==> src/rtl/legv8_ctrl_pkg.sv <==
// LEGv8 multicycle controller shared types: FSM states, instruction classes,
// 11-bit opcode patterns, ALUop and pc_src encodings.
// Pure declarations; no logic lives here.
package legv8_ctrl_pkg;

  typedef enum logic [2:0] {
    ST_IDLE   = 3'd0,
    ST_FETCH  = 3'd1,
    ST_DECODE = 3'd2,
    ST_EXEC   = 3'd3,
    ST_MEM    = 3'd4,
    ST_WB     = 3'd5
  } state_e;

  typedef enum logic [2:0] {
    CLS_ILLEGAL = 3'd0,
    CLS_R       = 3'd1,
    CLS_ADDI    = 3'd2,
    CLS_LDUR    = 3'd3,
    CLS_STUR    = 3'd4,
    CLS_CBZ     = 3'd5,
    CLS_CBNZ    = 3'd6,
    CLS_B       = 3'd7
  } class_e;

  // Exact-match opcodes
  localparam logic [10:0] OPC_ADD  = 11'b10001011000;
  localparam logic [10:0] OPC_SUB  = 11'b11001011000;
  localparam logic [10:0] OPC_AND  = 11'b10001010000;
  localparam logic [10:0] OPC_ORR  = 11'b10101010000;
  localparam logic [10:0] OPC_LDUR = 11'b11111000010;
  localparam logic [10:0] OPC_STUR = 11'b11111000000;

  // Wildcard opcodes: pattern plus care-mask (1 = bit must match)
  localparam logic [10:0] OPC_ADDI  = 11'b10010001000;
  localparam logic [10:0] MSK_ADDI  = 11'b11111111110;
  localparam logic [10:0] OPC_CBZ   = 11'b10110100000;
  localparam logic [10:0] OPC_CBNZ  = 11'b10110101000;
  localparam logic [10:0] MSK_CB    = 11'b11111111000;
  localparam logic [10:0] OPC_B     = 11'b00010100000;
  localparam logic [10:0] MSK_B     = 11'b11111100000;

  localparam logic [1:0] ALUOP_MEM   = 2'b00;
  localparam logic [1:0] ALUOP_CB    = 2'b01;
  localparam logic [1:0] ALUOP_RTYPE = 2'b10;

  localparam logic [1:0] PCSRC_SEQ    = 2'b00;
  localparam logic [1:0] PCSRC_COND   = 2'b01;
  localparam logic [1:0] PCSRC_UNCOND = 2'b10;

  function automatic logic opc_match(input logic [10:0] opc,
                                     input logic [10:0] pat,
                                     input logic [10:0] msk);
    return ((opc ^ pat) & msk) == 11'd0;
  endfunction

endpackage

==> src/rtl/legv8_opcode_decoder.sv <==
// Combinational opcode -> instruction class lookup.
// Zero latency; pure combinational, no handshake.
// Anything not recognised maps to CLS_ILLEGAL.
module legv8_opcode_decoder
  import legv8_ctrl_pkg::*;
(
  input  logic [10:0] opc,
  output class_e      cls
);

  // Priority order is irrelevant: the patterns are mutually exclusive.
  always_comb begin
    cls = CLS_ILLEGAL;
    if (opc == OPC_ADD || opc == OPC_SUB || opc == OPC_AND || opc == OPC_ORR)
      cls = CLS_R;
    else if (opc_match(opc, OPC_ADDI, MSK_ADDI))
      cls = CLS_ADDI;
    else if (opc == OPC_LDUR)
      cls = CLS_LDUR;
    else if (opc == OPC_STUR)
      cls = CLS_STUR;
    else if (opc_match(opc, OPC_CBZ, MSK_CB))
      cls = CLS_CBZ;
    else if (opc_match(opc, OPC_CBNZ, MSK_CB))
      cls = CLS_CBNZ;
    else if (opc_match(opc, OPC_B, MSK_B))
      cls = CLS_B;
  end

endmodule

==> src/rtl/legv8_multicycle_ctrl.sv <==
// LEGv8 multicycle control FSM: IDLE/FETCH/DECODE/EXEC/MEM/WB with memory wait timeout.
// Outputs are combinational from state, latched class, zero and mem_ready.
// FETCH and MEM stall on mem_ready; MEM_TIMEOUT wait cycles raise bus_err and return to IDLE.
module legv8_multicycle_ctrl
  import legv8_ctrl_pkg::*;
#(
  parameter int OPC_W       = 11,
  parameter int ALUOP_W     = 2,
  parameter int MEM_TIMEOUT = 15
) (
  input  logic               clk,
  input  logic               rst_n,
  input  logic               run,
  input  logic [OPC_W-1:0]   opcode,
  input  logic               mem_ready,
  input  logic               zero,
  output logic               ir_write,
  output logic               pc_write,
  output logic [1:0]         pc_src,
  output logic               reg2Loc,
  output logic               ALUsrc,
  output logic               mem2Reg,
  output logic               regWrite,
  output logic               memRead,
  output logic               memWrite,
  output logic               busy,
  output logic [ALUOP_W-1:0] ALUop,
  output logic               illegal,
  output logic               bus_err,
  output logic [2:0]         state
);

  localparam int CNT_W = $clog2(MEM_TIMEOUT + 1);

  state_e           state_q, state_d, end_state;
  class_e           class_q, class_d, dec_class;
  logic [CNT_W-1:0] wait_q, wait_d;
  logic             mem_wait, timeout;
  logic [1:0]       aluop_sel;
  logic             opc_unused;

  // Only the top 11 opcode bits carry the instruction class.
  assign opc_unused = ^opcode;

  legv8_opcode_decoder u_dec (
    .opc (opcode[OPC_W-1 -: 11]),
    .cls (dec_class)
  );

  assign mem_wait = (state_q == ST_FETCH || state_q == ST_MEM) && !mem_ready;
  assign timeout  = mem_wait && (wait_q == CNT_W'(MEM_TIMEOUT - 1));

  // State, latched class and wait counter registers.
  always_ff @(posedge clk or negedge rst_n) begin
    if (!rst_n) begin
      state_q <= ST_IDLE;
      class_q <= CLS_ILLEGAL;
      wait_q  <= '0;
    end else begin
      state_q <= state_d;
      class_q <= class_d;
      wait_q  <= wait_d;
    end
  end

  // Next state, class capture on the completing fetch, and wait counting.
  always_comb begin
    end_state = run ? ST_FETCH : ST_IDLE;
    state_d   = state_q;
    class_d   = (state_q == ST_FETCH && mem_ready) ? dec_class : class_q;
    // Any exit from FETCH/MEM (ready or timeout) clears the counter.
    wait_d    = (mem_wait && !timeout) ? wait_q + CNT_W'(1) : '0;
    case (state_q)
      ST_IDLE:   if (run) state_d = ST_FETCH;
      ST_FETCH: begin
        if (timeout)        state_d = ST_IDLE;
        else if (mem_ready) state_d = ST_DECODE;
      end
      ST_DECODE: state_d = (class_q == CLS_ILLEGAL) ? end_state : ST_EXEC;
      ST_EXEC: begin
        case (class_q)
          CLS_R, CLS_ADDI:    state_d = ST_WB;
          CLS_LDUR, CLS_STUR: state_d = ST_MEM;
          default:            state_d = end_state;
        endcase
      end
      ST_MEM: begin
        if (timeout)        state_d = ST_IDLE;
        else if (mem_ready) state_d = (class_q == CLS_LDUR) ? ST_WB : end_state;
      end
      ST_WB:     state_d = end_state;
      default:   state_d = ST_IDLE;
    endcase
  end

  // Control strobes; IDLE (and therefore reset) leaves every output at 0.
  always_comb begin
    ir_write  = 1'b0;
    pc_write  = 1'b0;
    pc_src    = PCSRC_SEQ;
    reg2Loc   = 1'b0;
    ALUsrc    = 1'b0;
    mem2Reg   = 1'b0;
    regWrite  = 1'b0;
    memRead   = 1'b0;
    memWrite  = 1'b0;
    illegal   = 1'b0;
    bus_err   = timeout;
    aluop_sel = ALUOP_MEM;
    busy      = (state_q != ST_IDLE);
    state     = state_q;
    case (state_q)
      ST_FETCH: begin
        memRead = !timeout;
        if (mem_ready) begin
          ir_write = 1'b1;
          pc_write = 1'b1;
          pc_src   = PCSRC_SEQ;
        end
      end
      ST_DECODE: begin
        reg2Loc = (class_q == CLS_STUR || class_q == CLS_CBZ || class_q == CLS_CBNZ);
        illegal = (class_q == CLS_ILLEGAL);
      end
      ST_EXEC: begin
        ALUsrc = (class_q == CLS_ADDI || class_q == CLS_LDUR || class_q == CLS_STUR);
        case (class_q)
          CLS_R, CLS_ADDI: aluop_sel = ALUOP_RTYPE;
          CLS_CBZ: begin
            aluop_sel = ALUOP_CB;
            pc_write  = zero;
            pc_src    = PCSRC_COND;
          end
          CLS_CBNZ: begin
            aluop_sel = ALUOP_CB;
            pc_write  = !zero;
            pc_src    = PCSRC_COND;
          end
          CLS_B: begin
            pc_write = 1'b1;
            pc_src   = PCSRC_UNCOND;
          end
          default: aluop_sel = ALUOP_MEM;
        endcase
      end
      ST_MEM: begin
        memRead  = !timeout && (class_q == CLS_LDUR);
        memWrite = !timeout && (class_q == CLS_STUR);
      end
      ST_WB: begin
        regWrite = 1'b1;
        mem2Reg  = (class_q == CLS_LDUR);
      end
      default: ;
    endcase
    ALUop = ALUOP_W'(aluop_sel);
  end

endmodule

==> config.mk <==
export PLATFORM = sky130hd
export DESIGN_NAME = legv8_multicycle_ctrl
export DESIGN_NICKNAME = d
export VERILOG_FILES = /design/src/rtl/legv8_ctrl_pkg.sv /design/src/rtl/legv8_opcode_decoder.sv /design/src/rtl/legv8_multicycle_ctrl.sv
export SDC_FILE = /design/constraint.sdc
export NUM_CORES = 1
export LEC_CHECK = 0
export BUFFER_PORTS_ARGS = -buffer_cell sky130_fd_sc_hd__buf_4
export CORE_ASPECT_RATIO = 1.5
export CORE_MARGIN = 8
export CORE_UTILIZATION = 40
export CTS_CLUSTER_DIAMETER = 40
export CTS_CLUSTER_SIZE = 28
export DETAILED_ROUTE_END_ITERATION = 6
export PLACE_DENSITY = 0.79
export SETUP_SLACK_MARGIN = 0.2
export SLEW_MARGIN = 40
export SYNTH_ARGS = -nofsm -noshare
export SYNTH_HDL_FRONTEND = slang
export SYNTH_SLANG_ARGS = --single-unit
==> constraint.sdc <==
create_clock -name clk -period 2.4 [get_ports clk]
set_clock_uncertainty 0.2 [all_clocks]
set_input_delay 0.12 -clock clk [delete_from_list [all_inputs] [get_ports clk]]
set_output_delay 0.12 -clock clk [all_outputs]
set_load 0.01 [all_outputs]
# After elaboration in Yosys (flattened, before gate mapping)
# Index checks and enable logic that the tools add are counted.
dict set report word_totals {
  ff_bits 10
  latchBits 0
  ramBits 0
  romBits 0
  inputBits 16
  out_inout_bits 18
  word_cells 91
  mem_count 0
}
dict set report classes {
  addsub 1
  multipliers 0
  n_div 0
  magnitude_cmp 0
  eq_ne 22
  shifts 0
  mux 33
  bitwise 4
  reduce_logical 28
}
# op count
set op_table {}
lappend op_table {{11-bit equality test, second input constant} 6}
lappend op_table {{11-bit zero test} 4}
lappend op_table {{3-bit 2-to-1 mux} 13}
lappend op_table {{3-bit equality test, second input constant} 6}
lappend op_table {{3-bit one-hot mux with 6 select lines} 1}
lappend op_table {{3-bit by 2-bit equality test with 1-bit output, second input constant} 4}
lappend op_table {{1-bit 2-to-1 mux} 9}
lappend op_table {{1-bit logical OR} 8}
lappend op_table {{2-bit one-hot mux with 2 select lines} 2}
lappend op_table {{3-bit by 1-bit equality test with 1-bit output, second input constant} 2}
lappend op_table {{1-bit logical AND} 6}
lappend op_table {{3-bit zero test} 2}
lappend op_table {{2-bit 2-to-1 mux} 3}
lappend op_table {{3-bit inequality test, second input constant} 2}
lappend op_table {{3-bit one-hot mux with 2 select lines} 1}
lappend op_table {{2-bit OR reduction} 3}
lappend op_table {{5-bit NOT} 1}
lappend op_table {{4-bit by 1-bit adder with 4-bit output, second input constant} 1}
lappend op_table {{4-bit equality test, second input constant} 1}
lappend op_table {{4-bit 2-to-1 mux} 1}
lappend op_table {{4-bit NOT} 1}
lappend op_table {{1-bit one-hot mux with 2 select lines} 2}
lappend op_table {{1-bit zero test} 3}
lappend op_table {{3-bit NOT} 1}
lappend op_table {{5 further kinds} 5}

# Depth between registers and ports, before layout
# Gate-level depths: netlist (run 1).
dict set report depth {
  ltp_word 9
  depth_mapped 6
}

# Hierarchy
# From an unflattened synthesis (run 1), not the netlist that was laid out.
dict set report unflattened {
  cells_unflattened 111
  hier_area_um2 889.6
}
# module n_inst cells_each area_per_inst_um2 seq_area_each_um2
set by_module_without_submodules {}
lappend by_module_without_submodules {legv8_multicycle_ctrl 1 89 729.4 250.2}
lappend by_module_without_submodules {legv8_opcode_decoder 1 22 160.2 0.0}

# Worst setup path after synthesis (run 1)
# OpenSTA, ideal clock, no wires.
dict set report synth_timing {
  kind {flip-flop to output port}
  from {reg wait_q[0]}
  to {out memRead}
  t_arrival_ns 1.529
  required_time_ns 2.080
  setup_slack_ns 0.551
  stages_incl_launch_ff 6
  path_buffers 0
  path_cell_list {dfrtp_1 > inv_1 > ha_1 > nand3_1 > nor4_1 > o21ai_0}
}
dict set report synth_between {
  elab_chain_len 5
}
# element line
set synth_lines {}
lappend synth_lines {{from (decl)} legv8_multicycle_ctrl.sv:37} ;# logic [CNT_W-1:0] wait_q, wait_d;
lappend synth_lines {{from (signal assigned)} legv8_multicycle_ctrl.sv:62} ;# wait_q <= wait_d;
lappend synth_lines {{4-bit equality test *} legv8_multicycle_ctrl.sv:51} ;# assign timeout = mem_wait && (wait_q == CNT_W'(MEM_TIMEOUT - 1));
lappend synth_lines {{1-bit logical AND *} legv8_multicycle_ctrl.sv:51}
lappend synth_lines {{named net bus_err} legv8_multicycle_ctrl.sv:29} ;# output logic bus_err,
lappend synth_lines {{1-bit zero test *} {legv8_multicycle_ctrl.sv:114, legv8_multicycle_ctrl.sv:147}}
lappend synth_lines {{1-bit logical AND} legv8_multicycle_ctrl.sv:147} ;# memRead = !timeout && (class_q == CLS_LDUR);
lappend synth_lines {{1-bit one-hot mux with 2 select lines *} legv8_multicycle_ctrl.sv:112} ;# case (state_q)
lappend synth_lines {{to (decl)} legv8_multicycle_ctrl.sv:24} ;# output logic memRead,
# Mark *: on every way through the listed nets, which the timed path passes. The rest lies on a longest branch.

# Final worst setup path (run 1)
dict set report layout_timing {
  from {reg state_q[1] (netlist: state[1])}
  to {out pc_write}
}
dict set report layout_between {
  elab_chain_len 2
  elab_cells_between_ends 3
  cone_classes {eq/ne: 2; mux: 1}
}
# element line
set layout_lines {}
lappend layout_lines {{from (decl)} legv8_multicycle_ctrl.sv:35} ;# state_e state_q, state_d, end_state;
lappend layout_lines {{from (signal assigned)} legv8_multicycle_ctrl.sv:60} ;# state_q <= state_d;
lappend layout_lines {{3-bit by 2-bit equality test with 1-bit output / 3-bit by 1-bit equality test with 1-bit output (equally long branches)} legv8_multicycle_ctrl.sv:112}
lappend layout_lines {{1-bit one-hot mux with 2 select lines *} legv8_multicycle_ctrl.sv:112}
lappend layout_lines {{to (decl)} legv8_multicycle_ctrl.sv:18} ;# output logic pc_write,
# Every way passes the cells marked *; elsewhere a longest branch is shown, timed or not.

==> results of run 1 <==
[flip-flops by register name (all words and copies together), names as in the netlist]
name	cells
class_q	3
state	3
wait_q	4
[power groups by stage]
stage          clock [mW]  combinational (mW)  sequential [mW]
2_1_floorplan           0               0.405            0.258
3_3_place_gp            0               0.491            0.325
3_5_place_dp            0               0.499            0.326
4_1_cts             0.115               0.502            0.323
5_1_grt             0.119               0.553            0.338
6_report            0.113               0.504            0.326
[path summary, 6_finish.rpt]
| path | from | endpoint | slack [ns] | cells past startpoint |
|---|---|---|---|---|
| worst max-delay path | state[1]$_DFFE_PN0P_ | pc_write | 0.38 | 4 |
| worst min-delay path | rst_n | state[0]$_DFFE_PN0P_ | 0.02 | 2 |
| min in group clk | opcode[3] | class_q[0]$_DFFE_PN0P_ | 0.05 | 3 |
| worst max register to register | wait_q[0]$_DFF_PN0_ | state[1]$_DFFE_PN0P_ | 0.58 | 6 |
| max in group asynchronous | rst_n | wait_q[3]$_DFF_PN0_ | 1.84 | 2 |
| worst min register to register | wait_q[0]$_DFF_PN0_ | wait_q[0]$_DFF_PN0_ | 0.29 | 1 |
[timing repair]
action                                  CTS  global route
gates resized for setup                   0             1
endpoints found under the setup margin    0             1
hold endpoints to repair                 11             0
hold buffers                              2             0
[cell type report]
type	instances	area share [%]
inverter	6	1.83
tap	23	2.34
clock buffer	3	1.83
multi-input combinational	90	51.9
timing repair buffer	35	21.8
sequential	10	20.3
[per-layer routing]
layer | GRT usage [%] | routed length [um] | share of wire, %
met3 | 3.83 | 159 | 6.6
met4 | 7.14 | 70 | 2.9
met1 | 10.7 | 985 | 41
met2 | 20.0 | 1190 | 49
met5 | 0 | 0 | 0
[Yosys cell counts, types with 2 or more instances]
library cell / instances
and3_1: 3
o21ai_0: 7
and3b_1: 2
ha_1: 2
mux2i_1: 2
buf_2: 4
or3_1: 3
nand3_1: 8
o31a_1: 2
nor4b_1: 2
inv_1: 5
xnor2_1: 3
nor2_1: 11
dfrtp_1: 10
a21o_1: 2
nor3_1: 5
a31oi_1: 4
nand4_1: 3
a21oi_1: 2
and4bb_2: 3
nand2_1: 8
[cells by family (layout without fill, tap and decap cells)]
group	count (synthesis)	count (layout)	synth area share (%)
adders and majority gates	2	2	2.65
xor gates and xnor gates	4	4	3.71
buffers and inverters	12	44	6.50
muxes	2	2	2.12
AOI/OAI and AO/OA	26	26	19.8
DFF	10	10	26.5
and+or+nand+nor	56	56	38.7
[stage by stage]
stage                     std cells  worst slack, ns  area (um2)  power [mW]  utilization, %
final                           167            0.376        1230       0.943            55.1
after global routing            167            0.212        1230        1.01            55.1
after CTS                       167            0.293        1220       0.940            54.8
after detailed placement        162            0.586        1180       0.825            52.9
after global placement          162            0.646        1180       0.816            52.9
after floorplan                 112            0.551         943       0.663               -
[critical path, stage by stage, from the launching register on]
cell     delay (ns)
dfrtp_1        0.66
and2b_1        0.28
nand3_1        0.16
o21ai_0        0.20
buf_4          0.14
==> results.cfg, run 1 <==
[yosys]
post-synth-top-area-cell = dfrtp_1
ys_seq_elements = 10
synth_top_flop_cell = dfrtp_1
synthTopCellsByArea = dfrtp_1 27%, nor2_1 4.4%, nand3_1 4.2%, and4bb_2 4.0%, o21ai_0 3.7%
synthArstFlopShare_pct = 100
synthesis.nets = 130
avgSynthCellArea_um2 = 8.42
ys_seq_area_share_pct = 26.5
ys.warnings.count = 0
mappedNetlistArea_um2 = 943
syn_inst = 112
synth_edf_count = 0
synth.distinct_cells = 42
synth.top_cell.area_share_pct = 26.5

[sta]
min_period_ns = 2.02
fmax_mhz = 494
finalMaxSlewViolations = 0
hold_viol_final = 0
rsz0062_at_grt = false
setup_viol = 0
holdWs_ns = 0.0227
fin_setup_tns_ns = 0
worst_pin_slew_ns = 0.511
slew_headroom_pct = 65.9
period_share_pct = 84.3

[clocking]
clock_path_buffers = 2
numCtsBuffers = 3
h-tree-depth = 1
cts_sinks = 10
cts_tree = yes
post-cts-setup-buffer-count = 0
clock_latency_ns = 0.26
clkTransAtPathRegs_ns = 0.06
root_buffer = clkbuf_4

[power]
pwr-share-seq_pct = 34.6
power.share.switching_pct = 44.0
peakVddDrop_uv = 344
power_density_nw_per_um2 = 766
pwr-share-clk_pct = 11.9
p_leak_nw = 0.545
pwr-share-comb_pct = 53.5
netSwitchingPower_mw = 0.415
intPower_mw = 0.528

[cells_and_area]
layout-drive-gt1-share_pct = 31.9
final_cell_mix = 33 x buf_4, 11 x nor2_1, 10 x dfrtp_1
multi_input_comb_area_um2 = 638
num-fill-cells = 199
register_area_um2 = 250
layout_commonest_cell = buf_4
area_delta_synth_final_pct = 30.4
n_antenna_cell = 0
nNetsFinal = 164

[routing]
wl_mm = 2.41
wire_per_inst_um = 14.4
drt-pass1-iter-count = 4
ant_nets = 0
route.detailed.drc = 0
avgViaCountPerCell = 5.82
first_iter_violations = 17
vias = 972

[floorplan]
num_rows = 21
die_height_um = 75.5
initial_utilization_pct = 42.2
core_um2 = 2230
io_pins = 34
die_w_um = 55.7
die-area_um2 = 4200

[run]
cap_violations = 0

[grt]
grt_pass1_wl_mm = 3.97
grt_usage_pct = 11.1
antenna_found_initial = 0
grt_max_degree = 16
grt_pass1_vias = 958
grt-ovfl-total = 0

[place]
dpl.hpwl_mm = 1.92
place.gp.congestion = 0.948
io_buffers = 33

[status]
status = complete, no violations

[worst_setup_path]
critical_path_class = reg -> out
cp_max_fo = 15
timing.critical_path.required_ns = 2.08
startpoint_type = flip-flop
crit_arrival_ns = 1.70
critPathCaptureType = output pin

[min_path]
hp-class = in -> async
(Power assumes the default switching activity.)
==> run 2: changes to the inputs <==
--- a/config.mk
+++ b/config.mk
@@ -12,7 +12,7 @@
 export CTS_CLUSTER_DIAMETER = 40
 export CTS_CLUSTER_SIZE = 28
 export DETAILED_ROUTE_END_ITERATION = 6
-export PLACE_DENSITY = 0.79
+export PLACE_DENSITY = 0.81
 export SETUP_SLACK_MARGIN = 0.2
 export SLEW_MARGIN = 40
 export SYNTH_ARGS = -nofsm -noshare
==> constraint.sdc (replaced) <==
create_clock -name clk -period 1.7 [get_ports clk]
set_clock_uncertainty 0.2 [all_clocks]
set_input_delay 0.085 -clock clk [delete_from_list [all_inputs] [get_ports clk]]
set_output_delay 0.085 -clock clk [all_outputs]
set_load 0.01 [all_outputs]
==> results.cfg, run 2 (synthesis results as in run 1) <==
[status]
status = finished, violations left
violations = negative setup slack

[worst_setup_path]
critPathCaptureType = output pin
r2r_slack_ns = -0.13
startpoint_type = flip-flop
critPathMaxStageDelay_ns = 0.39
timing.critical_path.required_ns = 1.41
cp_slowest_cell = dfrtp_1
rr_worst_depth = 6
cp_max_fo = 4
critical_path_class = reg -> out
cp_cell_sequence = inv_2 > ha_4 > nand3_4 > nor4_4 > o21ai_1 > buf_4
r2r-start = state[2]$_DFFE_PN0P_
crit_arrival_ns = 1.58
r2r_end = state[1]$_DFFE_PN0P_

[routing]
wire_per_inst_um = 19.3
route.detailed.drc = 0
ant_nets = 0
avgViaCountPerCell = 6.06
drt-pass1-iter-count = 4
vias = 1218
first_iter_violations = 35
wl_mm = 3.88

[place]
dp_cells = 167
place.gp.congestion = 0.888
io_buffers = 33
dpl.hpwl_mm = 2.20

[grt]
grt-ovfl-total = 0
antenna_found_initial = 0
grt_max_degree = 11
grt_usage_pct = 16.3
grt_pass1_vias = 1259
grt_pass1_wl_mm = 5.65

[floorplan]
core_um2 = 2230
die_height_um = 75.5
num_rows = 21
initial_utilization_pct = 42.2
die_w_um = 55.7
io_pins = 34
die-area_um2 = 4200

[sta]
min_period_ns = 1.86
finalMaxSlewViolations = 0
setup_viol = 14
slew_headroom_pct = 68.1
rsz0062_at_grt = true
worst_pin_slew_ns = 0.477
period_share_pct = 109
fin_setup_tns_ns = -0.861
setup_slack_ns = -0.161
hold_viol_final = 0
fmax_mhz = 537

[cells_and_area]
final_cell_mix = 50 x buf_4, 14 x buf_6, 6 x nor2_1, 6 x dfrtp_2
area_delta_synth_final_pct = 85.4
layout-drive-gt1-share_pct = 65.7
top_register = wait_q
layout_commonest_cell = buf_4
largest_register_ff_count = 4
n_antenna_cell = 0
finalNonFillerCells = 201
num-fill-cells = 139
nNetsFinal = 197

[min_path]
holdPathStages = 4
min-delay-start = opcode[7]
holdPathEnd = class_q[2]$_DFFE_PN0P_
hp-class = in -> reg

[clocking]
h-tree-depth = 1
clock_path_buffers = 2
root_buffer = clkbuf_4
cts_tree = yes
numCtsBuffers = 3
clkTransAtPathRegs_ns = 0.08
cts_sinks = 10
clock_latency_ns = 0.28

[run]
cap_violations = 0

[power]
p_leak_nw = 0.739
power_density_nw_per_um2 = 1210
peakVddDrop_uv = 557
-- run 2: changes by cell type in the layout (fill, tap and decap cells not counted), sizes merged --
cell,delta
buf,+31
dlygate4sd3,+2
clkbuf,+1
-- run 2: critical path, delay by kind of cell, from the launching register on --
kind,cells,cell delay (ns)
buffers and inverters,2,0.22
adders and majority gates,1,0.15
DFF,1,0.39
AOI/OAI and AO/OA,1,0.11
and+or+nand+nor,2,0.42
-- run 2: final cells by class --
type	instances	area (um2)	share of cell area, %
repair buffers	68	573	32.8
inverters	6	25.0	1.43
well taps	23	28.8	1.65
flip-flops and latches	10	258	14.7
multi-input cells	90	828	47.4
clock buffers	4	36.3	2.07
-- run 2: report_power, final --
part           internal, mW  total, mW  leakage (nW)  switching (mW)
clock                 0.130      0.236        0.0210           0.105
combinational         0.759       1.44         0.594           0.677
sequential            0.309      0.445         0.125           0.137
-- run 2: through the flow --
stage / hold slack [ns] / utilization, % / power [mW] / area (um2) / worst slack, ns
floorplan: -0.411 / - / 1.00 / 995 / 0.0825
global placement: -0.281 / 56.6 / 1.27 / 1260 / 0.0907
detailed placement: -0.279 / 56.6 / 1.30 / 1260 / 0.0641
CTS: 0.0348 / 71.5 / 1.84 / 1600 / -0.160
global route: 0.0890 / 78.3 / 2.23 / 1750 / -0.231
finish: 0.0613 / 78.3 / 2.12 / 1750 / -0.161
-- run 2: timing repair --
item,CTS,global route
setup buffers,18,8
pin swaps,14,13
endpoints found under the setup margin,25,25
hold buffers,4,0
gates resized for setup,36,21
hold endpoints to repair,13,0
-- run 2: worst max path at each step --
| stage | slack, ns | depth (start not counted) | from | endpoint |
|---|---|---|---|---|
| detailed placement | 0.06 | 4 | state[2]$_DFFE_PN0P_ | class_q[1]$_DFFE_PN0P_ |
| CTS | -0.16 | 6 | wait_q[0]$_DFF_PN0_ | memRead |
| floorplan | 0.08 | 6 | wait_q[0]$_DFF_PN0_ | state[1]$_DFFE_PN0P_ |
| global route | -0.23 | 6 | wait_q[0]$_DFF_PN0_ | memRead |
| finish | -0.16 | 6 | wait_q[0]$_DFF_PN0_ | memRead |
| global placement | 0.09 | 7 | wait_q[0]$_DFF_PN0_ | memRead |
-- run 2: routing by layer --
| layer | part of all wire [%] | GRT usage (%) |
|---|---|---|
| met1 | 39 | 16.0 |
| met4 | 3.4 | 9.07 |
| met5 | 0 | 0 |
| met3 | 5.8 | 3.17 |
| met2 | 52 | 31.5 |
==> run 3: changes to the inputs <==
--- a/config.mk
+++ b/config.mk
@@ -13,6 +13,7 @@
 export CTS_CLUSTER_SIZE = 28
 export DETAILED_ROUTE_END_ITERATION = 6
 export PLACE_DENSITY = 0.81
+export REMOVE_ABC_BUFFERS = 1
 export SETUP_SLACK_MARGIN = 0.2
 export SLEW_MARGIN = 40
 export SYNTH_ARGS = -nofsm -noshare
==> results.cfg, run 3 (synthesis results as in run 1) <==
[status]
status = finished, violations left
violations = negative setup slack

[place]
dp_cells = 170
place.gp.congestion = 0.868
io_buffers = 33
place_ws_ns = -0.0463
dpl.hpwl_mm = 2.07
post_dp_cell_area_um2 = 1240

[clocking]
numCtsBuffers = 3
clkTransAtPathRegs_ns = 0.07
clock_path_buffers = 2
h-tree-depth = 1
clock_latency_ns = 0.26
root_buffer = clkbuf_4
cts_tree = yes
cts_sinks = 10

[worst_setup_path]
startpoint_type = flip-flop
cp_max_fo = 2
cp_cell_sequence = inv_2 > ha_4 > nand3_4 > buf_6 > o21a_1 > nand3_2 > o21ai_2 > buf_4
critPathCaptureType = output pin
crit_arrival_ns = 1.64
crit_cells = 8
critPathMaxStageDelay_ns = 0.41
critical_path_class = reg -> out
cp_slowest_cell = dfrtp_1
crit_family = flip-flops
rr_worst_depth = 8
crit_buf_inv = 3
r2r_slack_ns = -0.17
timing.critical_path.required_ns = 1.41

[grt]
antenna_found_initial = 0
grt-ovfl-total = 0
grt_usage_pct = 15.3
grt_pass1_vias = 1191
grt_pass1_wl_mm = 5.42
grt_max_degree = 11

[cells_and_area]
num-fill-cells = 126
area_delta_synth_final_pct = 91.0
nNetsFinal = 198
final_cell_mix = 48 x buf_4, 17 x buf_6, 6 x nor2_1, 6 x dfrtp_2
layout-drive-gt1-share_pct = 67.6
layout_commonest_cell = buf_4
final_area_um2 = 1800
top_register = wait_q
finalNonFillerCells = 202
n_antenna_cell = 0
fin_util_pct = 80.7
largest_register_ff_count = 4

[power]
p_leak_nw = 0.768
peakVddDrop_uv = 727
power_density_nw_per_um2 = 1240

[sta]
slew_headroom_pct = 70.2
setup_viol = 16
worst_pin_slew_ns = 0.445
fin_setup_tns_ns = -1.24
finalMaxSlewViolations = 0
period_share_pct = 113
min_period_ns = 1.92
fmax_mhz = 521
setup_slack_ns = -0.221
rsz0062_at_grt = true
hold_viol_final = 0

[routing]
first_iter_violations = 53
wire_per_inst_um = 21.8
avgViaCountPerCell = 6.07
vias = 1227
drt-pass1-iter-count = 4
ant_nets = 0
wl_mm = 4.41
route.detailed.drc = 0

[run]
cap_violations = 0

[floorplan]
die-area_um2 = 4200
die_height_um = 75.5
io_pins = 34
core_um2 = 2230
initial_utilization_pct = 42.2
num_rows = 21
die_w_um = 55.7

[min_path]
hp-class = in -> async
## run 3: final cells by class
| type | instances | area (um2) | share of cell area, % |
|---|---|---|---|
| Sequential cell | 10 | 258 | 14.3 |
| Timing Repair Buffer | 69 | 597 | 33.1 |
| Multi-Input combinational cell | 90 | 860 | 47.7 |
| Tap cell | 23 | 28.8 | 1.60 |
| Inverter | 6 | 22.5 | 1.25 |
| Clock buffer | 4 | 36.3 | 2.01 |
## run 3: through the flow
| step | hold WS (ns) | power [mW] |
|---|---|---|
| after global placement | -0.283 | 1.24 |
| after CTS | 0.0427 | 1.83 |
| after global routing | 0.0167 | 2.33 |
| final | 0.0191 | 2.24 |
| after floorplan | -0.411 | 0.889 |
| after detailed placement | -0.282 | 1.26 |
## run 3: path summary, 6_finish.rpt
check,endpoint,from
max,memRead,wait_q[0]$_DFF_PN0_
min,state[2]$_DFFE_PN0P_,rst_n
max reg2reg,state[0]$_DFFE_PN0P_,wait_q[0]$_DFF_PN0_
min reg2reg,wait_q[1]$_DFF_PN0_,wait_q[1]$_DFF_PN0_
max in group asynchronous,class_q[1]$_DFFE_PN0P_,rst_n
min in group clk,class_q[2]$_DFFE_PN0P_,opcode[7]
## run 3: metal layers
metal	GRT usage (%)	part of all wire [%]
met5	0	0
met4	6.87	4.4
met3	3.17	4.8
met2	31.3	58
met1	14.1	32
## run 3: timing repair
item,in CTS,in global routing
hold endpoints to repair,13,0
resized for setup,48,30
setup buffers,15,10
pin swaps,16,15
hold buffers,4,0
endpoints found under the setup margin,21,29
## run 3: where the power goes
group / leakage, nW / switching (mW) / internal, mW
clock network: 0.0210 / 0.0839 / 0.130
registers: 0.125 / 0.136 / 0.309
logic: 0.623 / 0.766 / 0.811
## run 3: worst reg2reg max path, delay by kind of cell (launching register included)
kind	cells	cell delay, ns
AO/OA/AOI/OAI	2	0.40
adder cells (fa/ha/maj)	1	0.15
buffers and inverters	4	0.48
flip-flops	1	0.41
AND/OR/NAND/NOR	1	0.10
